File: config.mk
export PLATFORM = sky130hd
export DESIGN_NAME = drive_sd_server
export DESIGN_NICKNAME = d
export VERILOG_FILES = /design/src/rtl/drive_sd_server.sv
export SDC_FILE = /design/constraint.sdc
export NUM_CORES = 1
export LEC_CHECK = 0
export CAP_MARGIN = 20
export CORE_MARGIN = 8
export CORE_UTILIZATION = 40
export DETAILED_ROUTE_END_ITERATION = 6
export PLACE_DENSITY = 0.72
export SYNTH_ARGS = -nofsm -noshare
export SYNTH_HDL_FRONTEND = slang
export SYNTH_SLANG_ARGS = --single-unit
File: constraint.sdc
create_clock -name clk_sys_i -period 3.9 [get_ports clk_sys_i]
set_input_delay 0.78 -clock clk_sys_i [delete_from_list [all_inputs] [get_ports clk_sys_i]]
set_output_delay 0.78 -clock clk_sys_i [all_outputs]
set_load 0.01 [all_outputs]
File: src/rtl/drive_sd_server.sv
// Sector-transfer server: arbitrates per-drive sd_rd/sd_wr requests and streams bytes between
// the backing store and the granted drive's buffer. Define DRIVE_SD_RR_EN for round-robin arbitration.
module drive_sd_server #(
   parameter int  DRIVES = 3,
   localparam int NDR    = (DRIVES < 1) ? 1 : ((DRIVES > 4) ? 4 : DRIVES)
) (
   input  logic              clk_sys_i,
   input  logic              reset_n_i,
   input  logic [NDR*32-1:0] sd_lba_i,
   input  logic [NDR*6-1:0]  sd_blk_cnt_i,
   input  logic [NDR-1:0]    sd_rd_i,
   input  logic [NDR-1:0]    sd_wr_i,
   input  logic [NDR*8-1:0]  sd_buff_din_i,
   output logic [NDR-1:0]    sd_ack_o,
   output logic [13:0]       sd_buff_addr_o,
   output logic [7:0]        sd_buff_dout_o,
   output logic              sd_buff_wr_o,
   output logic [31:0]       mem_lba_o,
   output logic [8:0]        mem_offs_o,
   output logic              mem_rd_o,
   output logic              mem_wr_o,
   output logic [7:0]        mem_wdata_o,
   input  logic [7:0]        mem_rdata_i,
   input  logic              mem_ready_i,
   output logic              busy_o
);

   typedef enum logic [2:0] {
      IDLE, GRANT, RD_REQ, RD_NEXT, WR_ADDR, WR_CAP, WR_REQ, DONE
   } state_t;

   logic [31:0]    lba_a [NDR];
   logic [4:0]     blk_a [NDR];
   logic [7:0]     din_a [NDR];
   logic [NDR-1:0] unused_blk_msb;
   logic [NDR-1:0] req;

   for (genvar gi = 0; gi < NDR; gi++) begin : g_unpack
      assign lba_a[gi]          = sd_lba_i[gi*32 +: 32];
      assign blk_a[gi]          = sd_blk_cnt_i[gi*6 +: 5];
      assign unused_blk_msb[gi] = sd_blk_cnt_i[gi*6 + 5];
      assign din_a[gi]          = sd_buff_din_i[gi*8 +: 8];
   end
   assign req = sd_rd_i | sd_wr_i;

   state_t         state_q, state_d;
   logic [1:0]     g_q, g_d;
   logic           rd_q, rd_d;
   logic [31:0]    lba_q, lba_d;
   logic [4:0]     blk_q, blk_d;
   logic [13:0]    cnt_q, cnt_d;
   logic [NDR-1:0] ack_q, ack_d;
   logic [13:0]    addr_q, addr_d;
   logic [7:0]     dout_q, dout_d;
   logic           bwr_q, bwr_d;
   logic [31:0]    mlba_q, mlba_d;
   logic [8:0]     moffs_q, moffs_d;
   logic           mrd_q, mrd_d;
   logic           mwr_q, mwr_d;
   logic [7:0]     wdata_q, wdata_d;

   logic [1:0]  win;
   logic        win_rd;
   logic [31:0] win_lba;
   logic [4:0]  win_blk;
   logic [7:0]  din_g;
   logic        req_g;
   logic        last;

`ifdef DRIVE_SD_RR_EN
   logic [1:0] ptr_q;

   // Search begins one past the last grant; the pointer's own drive has lowest priority.
   always_comb begin
      win = 2'd0;
      for (int k = NDR; k >= 1; k--) begin
         if (req[(int'(ptr_q) + k) % NDR]) win = 2'((int'(ptr_q) + k) % NDR);
      end
   end

   always_ff @(posedge clk_sys_i or negedge reset_n_i) begin
      if (!reset_n_i)                     ptr_q <= 2'(NDR - 1);
      else if (state_q == GRANT && |req)  ptr_q <= win;
   end
`else
   always_comb begin
      win = 2'd0;
      for (int k = NDR - 1; k >= 0; k--) begin
         if (req[k]) win = 2'(k);
      end
   end
`endif

   always_comb begin
      win_rd  = 1'b0;
      win_lba = '0;
      win_blk = '0;
      din_g   = '0;
      req_g   = 1'b0;
      for (int k = 0; k < NDR; k++) begin
         if (2'(k) == win) begin
            win_rd  = sd_rd_i[k];
            win_lba = lba_a[k];
            win_blk = blk_a[k];
         end
         if (2'(k) == g_q) begin
            din_g = din_a[k];
            req_g = req[k];
         end
      end
   end

   assign last = (cnt_q == {blk_q, 9'h1FF});

   always_comb begin
      state_d = state_q;
      g_d     = g_q;
      rd_d    = rd_q;
      lba_d   = lba_q;
      blk_d   = blk_q;
      cnt_d   = cnt_q;
      addr_d  = addr_q;
      dout_d  = dout_q;
      bwr_d   = 1'b0;
      wdata_d = wdata_q;
      case (state_q)
         IDLE: if (|req) state_d = GRANT;
         GRANT: begin
            if (|req) begin
               g_d     = win;
               rd_d    = win_rd;
               lba_d   = win_lba;
               blk_d   = win_blk;
               cnt_d   = '0;
               state_d = win_rd ? RD_REQ : WR_ADDR;
            end else begin
               state_d = IDLE;
            end
         end
         RD_REQ: begin
            if (mem_ready_i) begin
               dout_d  = mem_rdata_i;
               addr_d  = cnt_q;
               bwr_d   = 1'b1;
               state_d = RD_NEXT;
            end
         end
         RD_NEXT: begin
            if (last) state_d = DONE;
            else begin
               cnt_d   = cnt_q + 14'd1;
               state_d = RD_REQ;
            end
         end
         WR_ADDR: state_d = WR_CAP;
         WR_CAP: begin
            wdata_d = din_g;
            state_d = WR_REQ;
         end
         WR_REQ: begin
            if (mem_ready_i) begin
               if (last) state_d = DONE;
               else begin
                  cnt_d   = cnt_q + 14'd1;
                  state_d = WR_ADDR;
               end
            end
         end
         DONE: if (!req_g) state_d = IDLE;
         default: state_d = IDLE;
      endcase

      // Outputs are registered from next-state values so they line up with the state they belong to.
      if (state_d == WR_ADDR) addr_d = cnt_d;
      mrd_d   = (state_d == RD_REQ);
      mwr_d   = (state_d == WR_REQ);
      mlba_d  = lba_d + {27'd0, cnt_d[13:9]};
      moffs_d = cnt_d[8:0];
      ack_d   = '0;
      if (state_d inside {RD_REQ, RD_NEXT, WR_ADDR, WR_CAP, WR_REQ}) begin
         for (int k = 0; k < NDR; k++) ack_d[k] = (2'(k) == g_d);
      end
   end

   always_ff @(posedge clk_sys_i or negedge reset_n_i) begin
      if (!reset_n_i) begin
         state_q <= IDLE;
         g_q     <= '0;
         rd_q    <= 1'b0;
         lba_q   <= '0;
         blk_q   <= '0;
         cnt_q   <= '0;
         ack_q   <= '0;
         addr_q  <= '0;
         dout_q  <= '0;
         bwr_q   <= 1'b0;
         mlba_q  <= '0;
         moffs_q <= '0;
         mrd_q   <= 1'b0;
         mwr_q   <= 1'b0;
         wdata_q <= '0;
      end else begin
         state_q <= state_d;
         g_q     <= g_d;
         rd_q    <= rd_d;
         lba_q   <= lba_d;
         blk_q   <= blk_d;
         cnt_q   <= cnt_d;
         ack_q   <= ack_d;
         addr_q  <= addr_d;
         dout_q  <= dout_d;
         bwr_q   <= bwr_d;
         mlba_q  <= mlba_d;
         moffs_q <= moffs_d;
         mrd_q   <= mrd_d;
         mwr_q   <= mwr_d;
         wdata_q <= wdata_d;
      end
   end

   assign sd_ack_o       = ack_q;
   assign sd_buff_addr_o = addr_q;
   assign sd_buff_dout_o = dout_q;
   assign sd_buff_wr_o   = bwr_q;
   assign mem_lba_o      = mlba_q;
   assign mem_offs_o     = moffs_q;
   assign mem_rd_o       = mrd_q;
   assign mem_wr_o       = mwr_q;
   assign mem_wdata_o    = wdata_q;
   assign busy_o         = (state_q != IDLE);

endmodule

Yosys cells after proc, flatten, opt, wreduce, memory -nomap -nowiden

Cells that the tools add are included.

Register bits after elaboration: 133
Bits in latches: 0
Memory bits (writable): 0
ROM bits: 0
Bits of input ports: 155
Memories kept: 0

Add/subtract/negate cells: 2
Multiply operators: 0
Div/mod/pow operators: 0
$lt $le $gt $ge: 0
Equality and inequality tests: 19
Shifts and indexed selects: 0
Mux-type cells: 41
Bitwise operators: 1
Reduce and logical (&&, ||, !) cells: 12

Operators by type and width:

| cell                                                | count |
|---|---|
| two-way mux 32 bit                                  | 5 |
| two-way mux 14 bit                                  | 6 |
| case mux 14 bit (3 select lines)                    | 1 |
| adder 32 x 5 -> 32 bit                              | 1 |
| two-way mux 3 bit                                   | 8 |
| two-way mux 8 bit                                   | 3 |
| case mux 3 bit (8 select lines)                     | 1 |
| equality test 3 bit, second input constant          | 7 |
| two-way mux 5 bit                                   | 3 |
| adder 14 x 1 -> 14 bit, second input constant       | 1 |
| equality test 14 bit                                | 1 |
| equality test 3 x 2 -> 1 bit, second input constant | 4 |
| two-way mux 2 bit                                   | 6 |
| two-way mux 1 bit                                   | 8 |
| equality test 1 x 2 -> 1 bit, first input constant  | 3 |
| equality test 2 bit, first input constant           | 3 |
| zero test 2 bit                                     | 3 |
| AND reduction 2 bit                                 | 3 |
| nonzero test 5 bit                                  | 1 |
| nonzero test 2 bit                                  | 2 |
| equality test 3 x 1 -> 1 bit, second input constant | 1 |
| zero test 3 bit                                     | 1 |
| OR 3 bit                                            | 1 |
| nonzero test 3 bit                                  | 1 |
| OR reduction 3 bit                                  | 1 |

Logic depth before layout (Yosys ltp)

Word-level depth: 14
Depth in mapped cells: 18
Depth with buffers taken out: 17

Least setup slack after synthesis

Ideal clock, no wire load.

Kind: input to register
Start: input port sd_wr_i[0]
End: register mlba_q[22] (netlist: mem_lba_o[22])
Setup time: 0.131 ns
Arrival: 4.225 ns
Required time: 3.769 ns
Setup slack: -0.456 ns
Stages on the path: 18
Path buffers: 4
Cell sequence: or4_1 > buf_4 > o21ai_4 > buf_4 > clkbuf_1 > clkbuf_1 > a311oi_1 > a21o_1 > ha_1 > fa_1 > a21o_1 > a21oi_1 > nor2b_1 > nor2_1 > nor4_2 > nand4_2 > nor3_1 > xnor2_1

Word-level cells in the longest chain between the ends: 9
Elaborated cells on any way between the ends: 14

RTL lines:

| what                            | line | source |
|---|---|---|
| from (decl)                     | 12   | `input logic [NDR-1:0] sd_wr_i,` |
| OR 3 bit *                      | 44   | `assign req = sd_rd_i \| sd_wr_i;` |
| two-way mux 2 bit               | 89   | `if (req[k]) win = 2'(k);` |
| zero test 2 bit                 | 101  | `if (2'(k) == win) begin` |
| two-way mux 32 bit (3 in a row) | 101  |  |
| two-way mux 32 bit *            | 129  | `if (\|req) begin` |
| two-way mux 32 bit *            | 126  | `case (state_q)` |
| via lba_d[0]                    | 49   | `logic [31:0] lba_q, lba_d;` |
| adder 32 x 5 -> 32 bit *        | 177  | `mlba_d = lba_d + {27'd0, cnt_d[13:9]};` |
| via mlba_d[22]                  | 56   | `logic [31:0] mlba_q, mlba_d;` |
| to (signal assigned)            | 213  | `mlba_q <= mlba_d;` |
| to (decl)                       | 56   |  |

The timed path passes the listed nets; every way through them passes the cells marked *.
A chain may end at the register's enable or synchronous reset.

==> summary.txt <==
STA
  – Max Slew Vio Count: 0
  – Fin. Hold Viols: 0
  – Final Skew: 0.00592 ns
  – Setup Viol. Count Final: 0
  – Hold_ws: 0.402 ns
  – Total negative slack: 0 ns
  – Final worst setup slack: 0.238 ns
  – Slew HR: 51.4%
  – Fmax: 0.273 GHz
  – Final Cycle Share: 93.9%
  – Fin crit period: 3.66 ns
  – Worst slew pin tran: 0.729 ns

Cells and area
  – Final Util: 64.8%
  – Share of layout cells above drive strength 1: 19.8%
  – Layout area overhead: 60.9%
  – Fin nets: 1,154

Die
  – Core area: 16,300 sq um
  – I/O Pins: 233
  – Starting Density: 40.3%
  – Die area: 20,800 sq um
  – Cell Rows: 47
  – Die X-Extent: 144 um
  – Die H: 144 um

Yosys
  – Yosys top cell area share: 47.1%
  – Yosys cell types: 60
  – Number of synthesized flops with an enable pin: 0
  – Synth Register Bits: 124
  – Top cells by area, synth: dfrtp_1, o21ai_0, xnor2_1, nand2_1, nor2_1
  – Syn Nets: 846
  – Post-Syn Area: 6590 sq um
  – Sequential cell area fraction in the yosys report: 47.1%
  – Syn Inst Count: 684
  – Commonest cells post-synth: dfrtp_1, nand2_1, nor2_1
  – Synth warn: 0
  – Synth Area per Inst: 9.63 sq um
  – Area leader, netlist: dfrtp_1
  – Async S/R FF share, synth: 100%
  – Most frequent cell after synthesis: dfrtp_1
  – Top FF cell, synth: dfrtp_1

Drt
  – Routed wire length: 21,300 um
  – Vias per cell: 5.11
  – First DRT Iteration DRCs: 364
  – Total vias in the final route: 6,267
  – DRT Pass-1 Iters: 4
  – DR DRC count: 0
  – Number of antenna-violating nets in the routed design: 0
  – Routed len/inst: 17.4 um

CTS
  – Reg clk slew, reported paths: 0.06 ns
  – CTS HTree Levels: 4
  – Clock sink count: 124
  – Clock Path Buffers: 2
  – CTS tree: yes
  – Clock latency at the later pin of the worst-skew pair: 0.42 ns
  – Hold-fix buffer count after cts: 0
  – CTS Root Cell: clkbuf_16
  – TritonCTS buffer count: 17

Pwr
  – Leak pwr: 4.68 nW
  – Internal: 0.00445 W
  – Sw Share: 33.7%
  – Max IR drop VDD: 0.374 mV
  – P_sw: 0.00226 W
  – Gate power share: 43.9%
  – Clk network pwr share: 25.0%
  – Sequential Power Share: 31.1%
  – Tot Pwr: 0.00671 W
  – Pwr Density: 633 nW/um^2

Worst setup path
  – Worst flop-to-flop path startpoint: mem_offs_o[0]
  – Crit path max-delay cell type: nor4_4
  – Data required, critical path: 4.24 ns
  – Reg-to-Reg End: mem_lba_o[31]
  – Crit. End Element: flip-flop
  – CP cell instances: ha_2, and3_4, nand3_4, or3_4, nand4_1, nor3_1, nor2_1, a31oi_1, buf_4, ha_4, a21oi_1, nor2_2, a211oi_4, nor4_4, nand4_4, nor4_4, xor2_1
  – WS Path Type: reg -> reg
  – Worst path bufs/invs: 1
  – Worst Path Max Fanout: 5
  – Worst endpoint data arrival time: 4.01 ns
  – Reg2Reg Depth: 17
  – Startpoint Class: flip-flop
  – Reg2reg setup slack: 0.24 ns
  – CP delay by family, top: simple AND/OR/NAND/NOR gates
  – CP peak stage delay: 0.39 ns
  – Crit path top cell by count: nor4_4

GRT
  – Vias in the first global route: 6,489
  – GRT Resource Usage Total: 20.3%
  – Gr ovfl total: 0
  – Initial antenna violation count: 4
  – Largest net degree at the start of global routing: 81
  – First-pass GRT wire length: 32,700 um

Min path
  – Hold Path Class: in -> async

Outcome
  – Status: finished clean

Placed design
  – Post-DP HPWL: 16,300 um
  – Number of buffers added on ports: 229
  – Dpl ws: -0.340 ns
  – Placer Congestion: 0.888

Run
  – Max-Cap Viols: 0
[final cells by class]
type | instances | area [sq um]
Fill cell | 1373 | 5750
Multi-Input combinational cell | 487 | 3350
Timing Repair Buffer | 337 | 3140
Sequential cell | 124 | 3100
Clock buffer | 20 | 447
Tap cell | 220 | 275
Clock inverter | 12 | 186
Inverter | 25 | 93.8
Antenna cell | 1 | 2.50
[cells by family (layout without fill, tap and decap cells)]
family          count (synthesis)  after routing  synth area share, %
fa+ha+maj                       7              7                 1.44
compound gates                186            186                 19.2
mux                            30             30                 4.73
simple gates                  231            231                 18.0
flops                         124            124                 47.1
other cells                     0              1                    0
buf+inv                        73            394                 5.13
xor+xnor                       33             33                 4.39
[power by group through the flow]
stage	sequential, W	clock (W)	combinational [W]
final	0.00209	0.00168	0.00294
after global placement	0.00209	0	0.00285
after CTS	0.00209	0.00170	0.00292
after global routing	0.00215	0.00176	0.00322
after detailed placement	0.00209	0	0.00291
after floorplan	0.00215	0	0.00137
[placed cells by master, fill, tap and decap left out, types with 7 or more instances in the layout]
cell and n:
nor3_1 14, a311oi_1 16, nand3_1 17, nor2_2 7, mux2_2 9, nor2b_1 7, a31oi_1 7, buf_4 103
a21oi_1 23, a21o_1 22, dfrtp_1 124, clkbuf_16 17, nand2_1 63, o21ai_0 49, a2bb2oi_1 13, nor2_1 54
xnor2_1 28, and3_1 22, mux2i_1 21, inv_1 25, a211oi_1 19, clkdlybuf4s50_1 224
[registers in the layout, indices dropped and copies added, names as in the netlist]
register,flops
lba_q,32
mem_lba_o,32
sd_buff_addr_o,14
mem_offs_o,8
mem_wdata_o,8
sd_buff_dout_o,8
cnt_q,6
blk_q,5
sd_ack_o,3
state_q,3
g_q,2
mem_rd_o,1
mem_wr_o,1
sd_buff_wr_o,1
[repair_timing]
| item | in CTS | in global routing |
|---|---|---|
| setup buffers | 0 | 8 |
| endpoints found under the hold margin | 0 | 0 |
| gates resized for setup | 0 | 33 |
| setup endpoints to repair | 0 | 20 |
[how the worst max path moves through the flow]
stage                     slack (ns)  depth (start not counted)             to     startpoint
after floorplan                -0.05                         18  mem_lba_o[22]     sd_wr_i[0]
after global placement         -0.31                         15  mem_lba_o[31]     sd_wr_i[0]
after detailed placement       -0.34                         18  mem_lba_o[31]     sd_wr_i[0]
after CTS                       0.04                         18  mem_lba_o[31]     sd_wr_i[0]
after global routing           -0.03                         17  mem_lba_o[31]  mem_offs_o[0]
final                           0.24                         17  mem_lba_o[31]  mem_offs_o[0]
[stage by stage]
step	area, sq um	instances
4_1_cts	10400	1218
5_1_grt	10600	1226
3_3_place_gp	9750	1186
2_1_floorplan	6690	684
6_report	10600	1226
3_5_place_dp	9750	1186
[metal layers]
layer	track usage [%]	vias up	share of wire [%]
met5	0	-	0.16
met4	7.34	6	1.8
met3	7.33	34	8.5
met2	35.8	196	52
met1	21.9	2975	38
li1	-	3056	-
Power figures use the tool's default switching activity.
